### config.mk
export PLATFORM = sky130hd
export DESIGN_NAME = fetch_sequencer_flat
export DESIGN_NICKNAME = d
export VERILOG_FILES = /design/src/rtl/fetch_sequencer_if.sv /design/src/rtl/fetch_sequencer.sv /design/src/flat_wrapper.sv
export SDC_FILE = /design/constraint.sdc
export NUM_CORES = 1
export LEC_CHECK = 0
export CAP_MARGIN = 20
export CELL_PAD_IN_SITES_DETAIL_PLACEMENT = 1
export CELL_PAD_IN_SITES_GLOBAL_PLACEMENT = 2
export CORE_ASPECT_RATIO = 0.9
export CORE_UTILIZATION = 22
export DETAILED_ROUTE_END_ITERATION = 16
export MAX_ROUTING_LAYER = met4
export PLACE_DENSITY = 0.75
export SETUP_SLACK_MARGIN = 0.4
export SLEW_MARGIN = 20
export SYNTH_ARGS = -nofsm -noshare
export SYNTH_HDL_FRONTEND = slang
export SYNTH_SLANG_ARGS = --single-unit
### constraint.sdc
create_clock -name i_clk -period 1.5 [get_ports i_clk]
set_clock_uncertainty 0.05 [all_clocks]
set_input_delay 0.3 -clock i_clk [delete_from_list [all_inputs] [get_ports i_clk]]
set_output_delay 0.3 -clock i_clk [all_outputs]
set_load 0.05 [all_outputs]
### src/rtl/fetch_sequencer_if.sv
// -----------------------------------------------------------------------------
// fetch_sequencer_if
//
// Purpose:
//   Bundles the instruction-memory handshake and the execute-stage handshake
//   used by the fetch sequencer of the 18-bit stack CPU. The clock and reset
//   are kept as plain ports on the sequencer itself.
//
// Signals (names are from the sequencer's point of view):
//   o_imem_addr    PC_W     instruction memory address (mirrors o_pc)
//   o_imem_req     1        fetch request, held high until acknowledged
//   i_imem_ack     1        memory presents i_imem_data this cycle
//   i_imem_data    INSTR_W  fetched instruction word
//   o_instr        INSTR_W  instruction register, to the control unit
//   o_instr_valid  1        o_instr holds an instruction not yet executed
//   i_exec_done    1        execute has consumed o_instr this cycle
//   i_jump_taken   1        redirect the PC (only meaningful with i_exec_done)
//   i_jump_target  PC_W     redirect address
//   i_halt         1        stop after this instruction (with i_exec_done)
//   o_pc           PC_W     address of the instruction being fetched/issued
//   o_halted       1        sequencer is halted
//
// Modports:
//   master  - the fetch sequencer (drives the o_* signals)
//   slave   - memory / execute side (drives the i_* signals)
// -----------------------------------------------------------------------------
interface fetch_sequencer_if #(
    parameter int PC_W    = 16,
    parameter int INSTR_W = 18
);

    logic [PC_W-1:0]    o_imem_addr;
    logic               o_imem_req;
    logic               i_imem_ack;
    logic [INSTR_W-1:0] i_imem_data;
    logic [INSTR_W-1:0] o_instr;
    logic               o_instr_valid;
    logic               i_exec_done;
    logic               i_jump_taken;
    logic [PC_W-1:0]    i_jump_target;
    logic               i_halt;
    logic [PC_W-1:0]    o_pc;
    logic               o_halted;

    modport master (
        output o_imem_addr,
        output o_imem_req,
        input  i_imem_ack,
        input  i_imem_data,
        output o_instr,
        output o_instr_valid,
        input  i_exec_done,
        input  i_jump_taken,
        input  i_jump_target,
        input  i_halt,
        output o_pc,
        output o_halted
    );

    modport slave (
        input  o_imem_addr,
        input  o_imem_req,
        output i_imem_ack,
        output i_imem_data,
        input  o_instr,
        input  o_instr_valid,
        output i_exec_done,
        output i_jump_taken,
        output i_jump_target,
        output i_halt,
        input  o_pc,
        input  o_halted
    );

endinterface

### src/rtl/fetch_sequencer.sv
// -----------------------------------------------------------------------------
// fetch_sequencer
//
// Purpose:
//   Instruction delivery for the 18-bit stack CPU. Owns the program counter,
//   fetches one word at a time from instruction memory over a req/ack
//   handshake, holds it in the instruction register until the execute stage
//   reports completion, then advances or redirects the PC. A halt request
//   parks the sequencer until reset.
//
// Ports:
//   i_clk    system clock, rising edge
//   i_rst_n  asynchronous active-low reset (release sampled on i_clk)
//   bus      fetch_sequencer_if.master - memory and execute handshakes
//
// Parameters:
//   PC_W      program counter / instruction address width
//   INSTR_W   instruction word width
//   RESET_PC  PC loaded on reset
// -----------------------------------------------------------------------------
module fetch_sequencer #(
    parameter int              PC_W     = 16,
    parameter int              INSTR_W  = 18,
    parameter logic [PC_W-1:0] RESET_PC = '0
) (
    input logic              i_clk,
    input logic              i_rst_n,
    fetch_sequencer_if.master bus
);

    // BOOT   : single idle cycle after reset so memory sees no request
    // FETCH  : request outstanding at the current PC
    // ISSUE  : instruction register valid, waiting for execute
    // HALT   : parked until reset
    typedef enum logic [1:0] {
        ST_BOOT  = 2'd0,
        ST_FETCH = 2'd1,
        ST_ISSUE = 2'd2,
        ST_HALT  = 2'd3
    } state_t;

    state_t             r_state;
    state_t             w_stateNext;
    logic [PC_W-1:0]    r_pc;
    logic [PC_W-1:0]    w_pcNext;
    logic               w_pcLoad;
    logic [INSTR_W-1:0] r_instr;
    logic               w_instrLoad;
    logic               w_req;
    logic               w_valid;
    logic               w_halted;
    logic               w_ackAccepted;
    logic               w_execAccepted;

    // Handshake qualifiers: an ack only counts while a fetch is outstanding,
    // and execute completion only counts while an instruction is issued.
    // Everything else on those inputs is ignored by construction.
    assign w_ackAccepted  = (r_state == ST_FETCH) && bus.i_imem_ack;
    assign w_execAccepted = (r_state == ST_ISSUE) && bus.i_exec_done;

    // State register. Reset forces BOOT asynchronously so the request and
    // valid outputs, which decode straight from the state, drop at once.
    always_ff @(posedge i_clk or negedge i_rst_n) begin
        if (!i_rst_n) begin
            r_state <= ST_BOOT;
        end else begin
            r_state <= w_stateNext;
        end
    end

    // Next-state and output decode. Outputs depend only on the current
    // state, so they behave as registered signals: valid rises the cycle
    // after the accepting ack, req rises the cycle after leaving ISSUE.
    always_comb begin
        w_stateNext = r_state;
        w_pcLoad    = 1'b0;
        w_pcNext    = r_pc;
        w_instrLoad = 1'b0;
        w_req       = 1'b0;
        w_valid     = 1'b0;
        w_halted    = 1'b0;

        case (r_state)
            ST_BOOT: begin
                w_stateNext = ST_FETCH;
            end

            ST_FETCH: begin
                w_req = 1'b1;
                if (w_ackAccepted) begin
                    w_instrLoad = 1'b1;
                    w_stateNext = ST_ISSUE;
                end
            end

            ST_ISSUE: begin
                w_valid = 1'b1;
                if (w_execAccepted) begin
                    // Halt and jump are independent: a halting jump still
                    // records its target so the resume address is visible.
                    w_pcLoad    = 1'b1;
                    w_pcNext    = bus.i_jump_taken ? bus.i_jump_target
                                                   : r_pc + PC_W'(1);
                    w_stateNext = bus.i_halt ? ST_HALT : ST_FETCH;
                end
            end

            ST_HALT: begin
                w_halted = 1'b1;
            end

            default: begin
                w_stateNext = ST_BOOT;
            end
        endcase
    end

    // Program counter. Increment wraps modulo 2^PC_W with no flag.
    always_ff @(posedge i_clk or negedge i_rst_n) begin
        if (!i_rst_n) begin
            r_pc <= RESET_PC;
        end else if (w_pcLoad) begin
            r_pc <= w_pcNext;
        end
    end

    // Instruction register. Only an accepted ack writes it, so the word
    // survives FETCH and HALT unchanged even though it is then not valid.
    always_ff @(posedge i_clk or negedge i_rst_n) begin
        if (!i_rst_n) begin
            r_instr <= '0;
        end else if (w_instrLoad) begin
            r_instr <= bus.i_imem_data;
        end
    end

    assign bus.o_imem_addr   = r_pc;
    assign bus.o_pc          = r_pc;
    assign bus.o_imem_req    = w_req;
    assign bus.o_instr       = r_instr;
    assign bus.o_instr_valid = w_valid;
    assign bus.o_halted      = w_halted;

endmodule

### src/flat_wrapper.sv
// flat-port wrapper written by rule: the top's interface ports become plain ports
module fetch_sequencer_flat 
#(
    parameter int              PC_W     = 16,
    parameter int              INSTR_W  = 18,
    parameter logic [PC_W-1:0] RESET_PC = '0
)
  (i_clk, i_rst_n, bus_o_imem_addr, bus_o_imem_req, bus_i_imem_ack, bus_i_imem_data, bus_o_instr, bus_o_instr_valid, bus_i_exec_done, bus_i_jump_taken, bus_i_jump_target, bus_i_halt, bus_o_pc, bus_o_halted);
  fetch_sequencer_if #(.PC_W(PC_W), .INSTR_W(INSTR_W)) bus_i ();
  input logic i_clk;
  input logic i_rst_n;
  output wire logic [$bits(bus_i.o_imem_addr)-1:0] bus_o_imem_addr;
  output wire logic [$bits(bus_i.o_imem_req)-1:0] bus_o_imem_req;
  input wire logic [$bits(bus_i.i_imem_ack)-1:0] bus_i_imem_ack;
  input wire logic [$bits(bus_i.i_imem_data)-1:0] bus_i_imem_data;
  output wire logic [$bits(bus_i.o_instr)-1:0] bus_o_instr;
  output wire logic [$bits(bus_i.o_instr_valid)-1:0] bus_o_instr_valid;
  input wire logic [$bits(bus_i.i_exec_done)-1:0] bus_i_exec_done;
  input wire logic [$bits(bus_i.i_jump_taken)-1:0] bus_i_jump_taken;
  input wire logic [$bits(bus_i.i_jump_target)-1:0] bus_i_jump_target;
  input wire logic [$bits(bus_i.i_halt)-1:0] bus_i_halt;
  output wire logic [$bits(bus_i.o_pc)-1:0] bus_o_pc;
  output wire logic [$bits(bus_i.o_halted)-1:0] bus_o_halted;
  assign bus_o_imem_addr = bus_i.o_imem_addr;
  assign bus_o_imem_req = bus_i.o_imem_req;
  assign bus_i.i_imem_ack = bus_i_imem_ack;
  assign bus_i.i_imem_data = bus_i_imem_data;
  assign bus_o_instr = bus_i.o_instr;
  assign bus_o_instr_valid = bus_i.o_instr_valid;
  assign bus_i.i_exec_done = bus_i_exec_done;
  assign bus_i.i_jump_taken = bus_i_jump_taken;
  assign bus_i.i_jump_target = bus_i_jump_target;
  assign bus_i.i_halt = bus_i_halt;
  assign bus_o_pc = bus_i.o_pc;
  assign bus_o_halted = bus_i.o_halted;
  fetch_sequencer #(.PC_W(PC_W), .INSTR_W(INSTR_W), .RESET_PC(RESET_PC)) u_core (.i_clk(i_clk), .i_rst_n(i_rst_n), .bus(bus_i));
endmodule
Word level (Yosys, flattened, before mapping) --
Cells that the tools add are included.
Operators by class: add/sub/neg operators 1, eq/ne operators 5, muxes and demuxes 12, reductions and logical operators 6
Operators by type and width (count):
- $add A16 B1 Y16 const B | 1
- $mux W16 | 1
- $mux W1 | 7
- $mux W2 | 3
- $pmux W2 S3 | 1
- $reduce_and A3 Y1 | 2
- $eq A2 B2 Y1 const B | 2
- $ne A2 B1 Y1 const B | 2
- $reduce_bool A3 Y1 | 1
- $eq A2 B1 Y1 const B | 1
- $logic_and A1 B1 Y1 | 2
- $logic_not A2 Y1 | 1
Word-level totals: flip-flop bits (word level) 36, bits of input ports 40, output and inout bits 53, logic and storage cells 27

Logic depth before layout (Yosys ltp) --
Gate-level depths: netlist of the first run.
depth after elaboration 5, depth in mapped cells 7, depth with buffers taken out 6

Worst setup path before layout of the first run --
OpenSTA, ideal clock, no wires.
kind flip-flop to flip-flop, from reg u_core.r_state[1], to reg u_core.r_instr[10], in the netlist u_core.bus.o_instr[10], library setup time 125 ps, arrival 1820 ps, setup slack -495 ps, stages on the path, launching flop included 6, path buffers 1, period minus slack after synthesis 1995 ps, path through dfrtp_1 -> inv_1 -> ha_1 -> nand2_1 -> buf_2 -> mux2_2
On the way: cells in the longest elaborated chain, start to end 4
RTL lines:
- start, declared | line fetch_sequencer.sv:42 | state_t r_state;
- start signal, assigned | line fetch_sequencer.sv:67 | r_state <= w_stateNext;
- $eq A2 B1 Y1 (*) | line fetch_sequencer.sv:58, fetch_sequencer.sv:83
- $logic_and A1 B1 Y1 | line fetch_sequencer.sv:58 | assign w_ackAccepted = (r_state == ST_FETCH) && bus.i_imem_ack;
- $mux W1 | line fetch_sequencer.sv:90 | if (w_ackAccepted) begin
- $mux W1 (*) | line fetch_sequencer.sv:83 | case (r_state)
- end signal, assigned | line fetch_sequencer.sv:133 | r_instr <= bus.i_imem_data;
- end, declared | line fetch_sequencer.sv:47 | logic [INSTR_W-1:0] r_instr;
Mark *: on every way between the ends. The rest lies on a longest branch, timed or not. A chain may end at the register's enable or synchronous reset.

Final worst setup path of the first run --
from reg u_core.r_state[0], to reg u_core.r_instr[5], in the netlist u_core.bus.o_instr[5]
Same word-level chain as after synthesis.

==> results.py, run 1 <==
metrics = {
    "worst_setup_path": {
        "r2r_slack_ns": -0.06,
        "worstRegToRegCells": 6,
        "r2r_start": "u_core.r_state[0]",
        "end_kind": "flop",
        "crit_required_ns": 1.63,
        "worstSetupPathType": "flop to flop",
        "cp_cell_sequence": "buf_12, ha_4, buf_4, buf_8, nand2_8, mux2_4",
        "critPathLaunchType": "flop",
        "crit_slowest_cell": "dfrtp_2",
        "slowest_delay_ns": 0.43,
        "critPathMaxFanout": 5,
        "rr_endpoint": "u_core.bus.o_instr[5]",
        "startpoint": "u_core.r_state[0]",
        "crit_arrival_ns": 1.69,
    },
    "final_layout": {
        "drive_gt1_frac": 0.642,
        "fillers": 891,
        "regArea_um2": 936,
        "fin_nets": 388,
        "areaGrowthSynthToFinish_pct": 134,
        "multi_input_area_um2": 1280,
        "num_antenna_cells": 0,
    },
    "flow_run": {
        "drv_cap": 0,
    },
    "timing": {
        "tightest_slew_ns": 0.650,
        "setup_ws_ns": -0.0593,
        "rsz0062_at_grt": "yes",
        "fin_hold_ws_ns": -0.107,
        "slew_violations": 0,
        "hold_violations": 15,
        "fmax_mhz": 641,
        "slew_headroom": 0.566,
        "period_share": 1.04,
        "setup_viol": 14,
        "tns_ns": -0.564,
        "min_period_ns": 1.56,
    },
    "floorplan": {
        "row_count": 32,
        "dieArea_um2": 9470,
        "ios": 93,
        "start_util": 0.230,
        "die_w_um": 102,
        "die_y_um": 92.4,
        "core-area_um2": 8690,
    },
    "synthesis": {
        "synth-edff-count": 0,
        "async_reset_ff_frac": 1.00,
        "yosys_register_bits": 36,
        "synth.yosys.seq_area_share": 0.451,
        "syn-num-nets": 235,
        "synth_area_leaders": "dfrtp_1, mux2_2, buf_4",
        "synth.top_cell.area_share": 0.451,
        "syn_area_um2": 2000,
        "synth_top_area_cell": "dfrtp_1",
        "synthDistinctLibCells": 40,
        "synth-main-ff-cell": "dfrtp_1",
        "synthesis.instances": 190,
        "yosysWarnings": 0,
        "avgSynthCellArea_um2": 10.5,
    },
    "route": {
        "wl_per_cell_um": 16.3,
        "wl_mm": 7.54,
        "drc_errors": 0,
        "via_per_inst": 4.59,
        "vias": 2124,
        "ant_nets": 0,
        "first_iter_violations": 25,
        "first_pass_iters": 4,
    },
    "clock_tree": {
        "cts_made_buffers": 5,
        "clk_path_buf_depth": 2,
        "worstSkewPairLatency_ns": 0.29,
        "clock-root-buffer": "clkbuf_8",
        "path_clk_slew_ns": 0.08,
        "cts_tree": "built",
        "cts_max_level": 2,
        "cts.sinks": 36,
    },
    "global_routing": {
        "antenna_found_initial": 0,
        "grt_usage": 0.161,
        "overflow": 0,
        "grt_max_degree": 22,
        "grt_pass1_vias": 2255,
        "grt_pass1_wl_mm": 11.5,
    },
    "placement": {
        "portBuffers": 92,
        "pre_cts_slack_ns": -0.216,
        "place_congestion": 0.728,
        "dpl.hpwl_mm": 4.88,
    },
    "pwr": {
        "p_per_area_nw_per_um2": 2480,
        "ir_drop_mv": 1.36,
        "p_leak_nw": 2.01,
    },
    "status": {
        "violations": "hold timing, setup timing",
        "status": "complete, but fails checks",
    },
    "hold_path": {
        "worstHoldPathType": "input port to async pin",
    },
}
-- cells in the mapped netlist, types with 3 or more instances --
cell type,number
dfrtp_1,36
mux2_2,18
buf_4,16
a21oi_1,12
o21ai_0,12
inv_1,10
nand2_1,9
nor2_1,9
nor3_1,7
buf_2,5
ha_1,5
a311oi_1,3
clkbuf_1,3
nand3b_1,3
nand4_1,3
o22a_1,3
-- logic make-up (layout without fill, tap and decap cells) --
kind of cell	after synthesis	in the layout	synth area share
DFF	36	36	0.451
buffers and inverters	34	184	0.0971
and+or+nand+nor	51	55	0.167
adders and majority gates	5	5	0.0313
AOI/OAI and AO/OA	44	44	0.143
muxes	20	20	0.111
-- report_power, final --
part / internal (mW) / switching, mW
clock network: 0.493 / 0.394
logic: 4.52 / 4.08
registers: 1.50 / 0.592
-- state kept, by name, summed over array words and instances (netlist names) --
register and count:
u_core.bus.o_imem_addr 16, u_core.r_state 2, u_core.bus.o_instr 18
-- final cells by class --
cell class	count	area share
multi-input cells	124	0.274
well taps	119	0.0319
clock inverters	3	0.00911
clock buffers	5	0.0147
inverters	10	0.00804
repair buffers	166	0.461
flip-flops and latches	36	0.200
-- worst max-delay path, delay by kind of cell (launching register included) --
kind,cells,cell delay (ns)
muxes,1,0.31
adders and majority gates,1,0.17
buffers and inverters,3,0.41
and+or+nand+nor,1,0.09
DFF,1,0.43
-- how the worst max path moves through the flow --
stage	endpoint	slack, ns	cells past startpoint
finish	u_core.bus.o_instr[5]	-0.06	6
global route	u_core.r_state[0]	-0.1	6
CTS	bus_o_instr_valid	-0.04	3
detailed placement	u_core.bus.o_imem_addr[9]	-0.22	4
global placement	u_core.bus.o_imem_addr[9]	-0.17	4
floorplan	u_core.bus.o_imem_addr[9]	0.01	4
-- routing by layer --
metal  vias up  track usage  part of all wire  wire, um
met5         -            -                 0         0
met4         0       0.0250            0.0019        14
met3         3       0.0483             0.062       464
met2        67        0.279              0.53      3970
met1      1071        0.184              0.41      3090
li1        983            -                 -         -
-- layout by cell type (no fill, tap or decap), types with 6 or more instances in the layout --
| cell | n |
|---|---|
| buf_12 | 55 |
| buf_4 | 40 |
| clkdlybuf4s50_1 | 35 |
| buf_6 | 29 |
| mux2_4 | 18 |
| dfrtp_1 | 18 |
| dfrtp_2 | 13 |
| a21oi_1 | 9 |
| inv_1 | 8 |
| nor2_1 | 6 |
-- stage by stage --
step	area, um2	instances	hold WS [ns]	util	power [mW]
6_report	4670	463	-0.107	0.537	11.6
5_1_grt	4670	463	-0.0873	0.537	12.1
4_1_cts	4420	447	-0.0942	0.509	11.2
3_5_place_dp	3760	405	0.224	0.432	9.04
3_3_place_gp	3760	405	0.218	0.432	8.92
2_1_floorplan	2200	190	-0.0456	-	5.70
-- what timing repair did --
item	in CTS	in global routing
pin swaps	20	16
setup endpoints to repair	89	89
setup buffers	32	14
hold endpoints to repair	15	15
gates cloned	2	2
gates resized for setup	68	32
Power figures use the tool's default switching activity.
==> run 2: changes to the inputs <==
--- a/config.mk
+++ b/config.mk
@@ -8,7 +8,6 @@
 export CAP_MARGIN = 20
 export CELL_PAD_IN_SITES_DETAIL_PLACEMENT = 1
 export CELL_PAD_IN_SITES_GLOBAL_PLACEMENT = 2
-export CORE_ASPECT_RATIO = 0.9
 export CORE_UTILIZATION = 22
 export DETAILED_ROUTE_END_ITERATION = 16
 export MAX_ROUTING_LAYER = met4
==> results.py, run 2 (synthesis gave the netlist of run 1 again) <==
metrics = {
    "status": {
        "status": "complete, but fails checks",
        "violations": "hold timing, setup timing",
    },
    "floorplan": {
        "ios": 93,
        "row_count": 34,
        "core-area_um2": 8760,
        "die_w_um": 97.3,
        "die_y_um": 97.3,
        "dieArea_um2": 9470,
        "start_util": 0.228,
    },
    "worst_setup_path": {
        "crit_required_ns": 1.15,
        "startpoint": "u_core.r_state[0]",
        "r2r_start": "u_core.bus.o_imem_addr[0]",
        "r2r_slack_ns": -0.04,
        "worstRegToRegCells": 5,
        "crit_arrival_ns": 1.21,
        "rr_endpoint": "u_core.bus.o_imem_addr[14]",
        "critPathLaunchType": "flop",
        "critPathMaxFanout": 4,
        "worstSetupPathType": "flop to output port",
        "end_kind": "output port",
    },
    "route": {
        "vias": 2122,
        "wl_per_cell_um": 17.0,
        "wl_mm": 7.61,
        "first_iter_violations": 28,
        "drc_errors": 0,
        "via_per_inst": 4.75,
        "ant_nets": 0,
        "first_pass_iters": 4,
    },
    "final_layout": {
        "final_common_cell": "buf_12",
        "fin_nets": 383,
        "largest_register_ffs": 18,
        "layout_common_cells": "buf_12, buf_4, clkdlybuf4s50_1",
        "areaGrowthSynthToFinish_pct": 129,
        "num_antenna_cells": 0,
        "drive_gt1_frac": 0.625,
        "fin_cells": 447,
    },
    "clock_tree": {
        "cts_tree": "built",
        "clock-root-buffer": "clkbuf_8",
        "path_clk_slew_ns": 0.08,
        "cts_max_level": 2,
        "worstSkewPairLatency_ns": 0.28,
        "cts_made_buffers": 5,
        "clk_path_buf_depth": 2,
        "cts.sinks": 36,
    },
    "timing": {
        "tightest_slew_ns": 0.445,
        "fmax_mhz": 640,
        "fin_hold_ws_ns": -0.102,
        "period_share": 1.04,
        "slew_violations": 0,
        "setup_ws_ns": -0.0624,
        "rsz0062_at_grt": "yes",
        "slew_headroom": 0.703,
        "setup_viol": 5,
        "hold_violations": 15,
        "min_period_ns": 1.56,
        "tns_ns": -0.182,
    },
    "global_routing": {
        "grt_max_degree": 22,
        "overflow": 0,
        "antenna_found_initial": 0,
        "grt_usage": 0.148,
        "grt_pass1_wl_mm": 10.9,
        "grt_pass1_vias": 2174,
    },
    "placement": {
        "dpl.hpwl_mm": 4.75,
        "portBuffers": 92,
        "pre_cts_slack_ns": -0.239,
        "dp.cells": 392,
        "place_congestion": 0.727,
    },
    "hold_path": {
        "worstHoldPathType": "input port to async pin",
    },
    "pwr": {
        "ir_drop_mv": 1.26,
        "p_per_area_nw_per_um2": 2520,
        "p_leak_nw": 1.99,
    },
    "flow_run": {
        "drv_cap": 0,
    },
}
[run 2: cell count changes in the layout (fill, tap and decap cells not counted), sizes merged]
cell / previous run / this run
buf: 128 / 122
clkbuf: 5 / 8
clkdlybuf4s50: 35 / 36
clkinv: 1 / 0
clkinvlp: 1 / 0
dlygate4sd2: 3 / 0
dlymetal6s2s: 0 / 1
nand2: 11 / 12
[run 2: layout make-up]
type	instances	area [um2]
tap	108	135
fill	884	4190
timing repair buffer	160	2060
multi-input combinational	125	1280
clock inverter	1	30.0
clock buffer	7	96.3
sequential	36	936
inverter	10	37.5
[run 2: repair_timing]
item / 4_1_cts / 5_1_grt
gates cloned: 0 / 5
gates resized for setup: 50 / 32
endpoints found under the hold margin: 15 / 15
endpoints found under the setup margin: 89 / 89
pin swaps: 13 / 15
setup buffers: 21 / 21
[run 2: worst max-delay path by stage]
| stage | to | cells after the start | slack (ns) |
|---|---|---|---|
| floorplan | u_core.bus.o_imem_addr[9] | 4 | 0.01 |
| global placement | u_core.bus.o_imem_addr[12] | 5 | -0.23 |
| detailed placement | u_core.bus.o_imem_addr[12] | 5 | -0.24 |
| CTS | bus_o_instr_valid | 4 | -0.07 |
| global route | bus_o_instr_valid | 4 | -0.11 |
| finish | bus_o_instr_valid | 4 | -0.06 |
[run 2: report_power, final]
group	switching [mW]	internal, mW	leakage, nW
clock network	0.363	0.587	0.0645
logic	4.09	4.40	1.51
registers	0.587	1.50	0.409
[run 2: metrics by stage]
step                      utilization  hold slack [ns]  area [um2]  power [mW]
after floorplan                     -          -0.0456        2200        5.70
after global placement          0.427            0.216        3740        8.90
after detailed placement        0.427            0.225        3740        9.02
after CTS                       0.480          -0.0935        4210        10.7
after global routing            0.522          -0.0735        4580        12.0
final                           0.522           -0.102        4580        11.5
[run 2: critical path, stage by stage (launching register included)]
cell,delay (ns)
dfrtp_2,0.45
inv_2,0.08
ha_4,0.15
buf_6,0.12
buf_12,0.13
[run 2: per-layer routing]
metal  wire [um]  GRT usage  vias up
met3         406     0.0381        8
met2        4120      0.257       68
met5           0          -        -
met4          61     0.0260        0
li1            -          -      981
met1        3020      0.174     1065
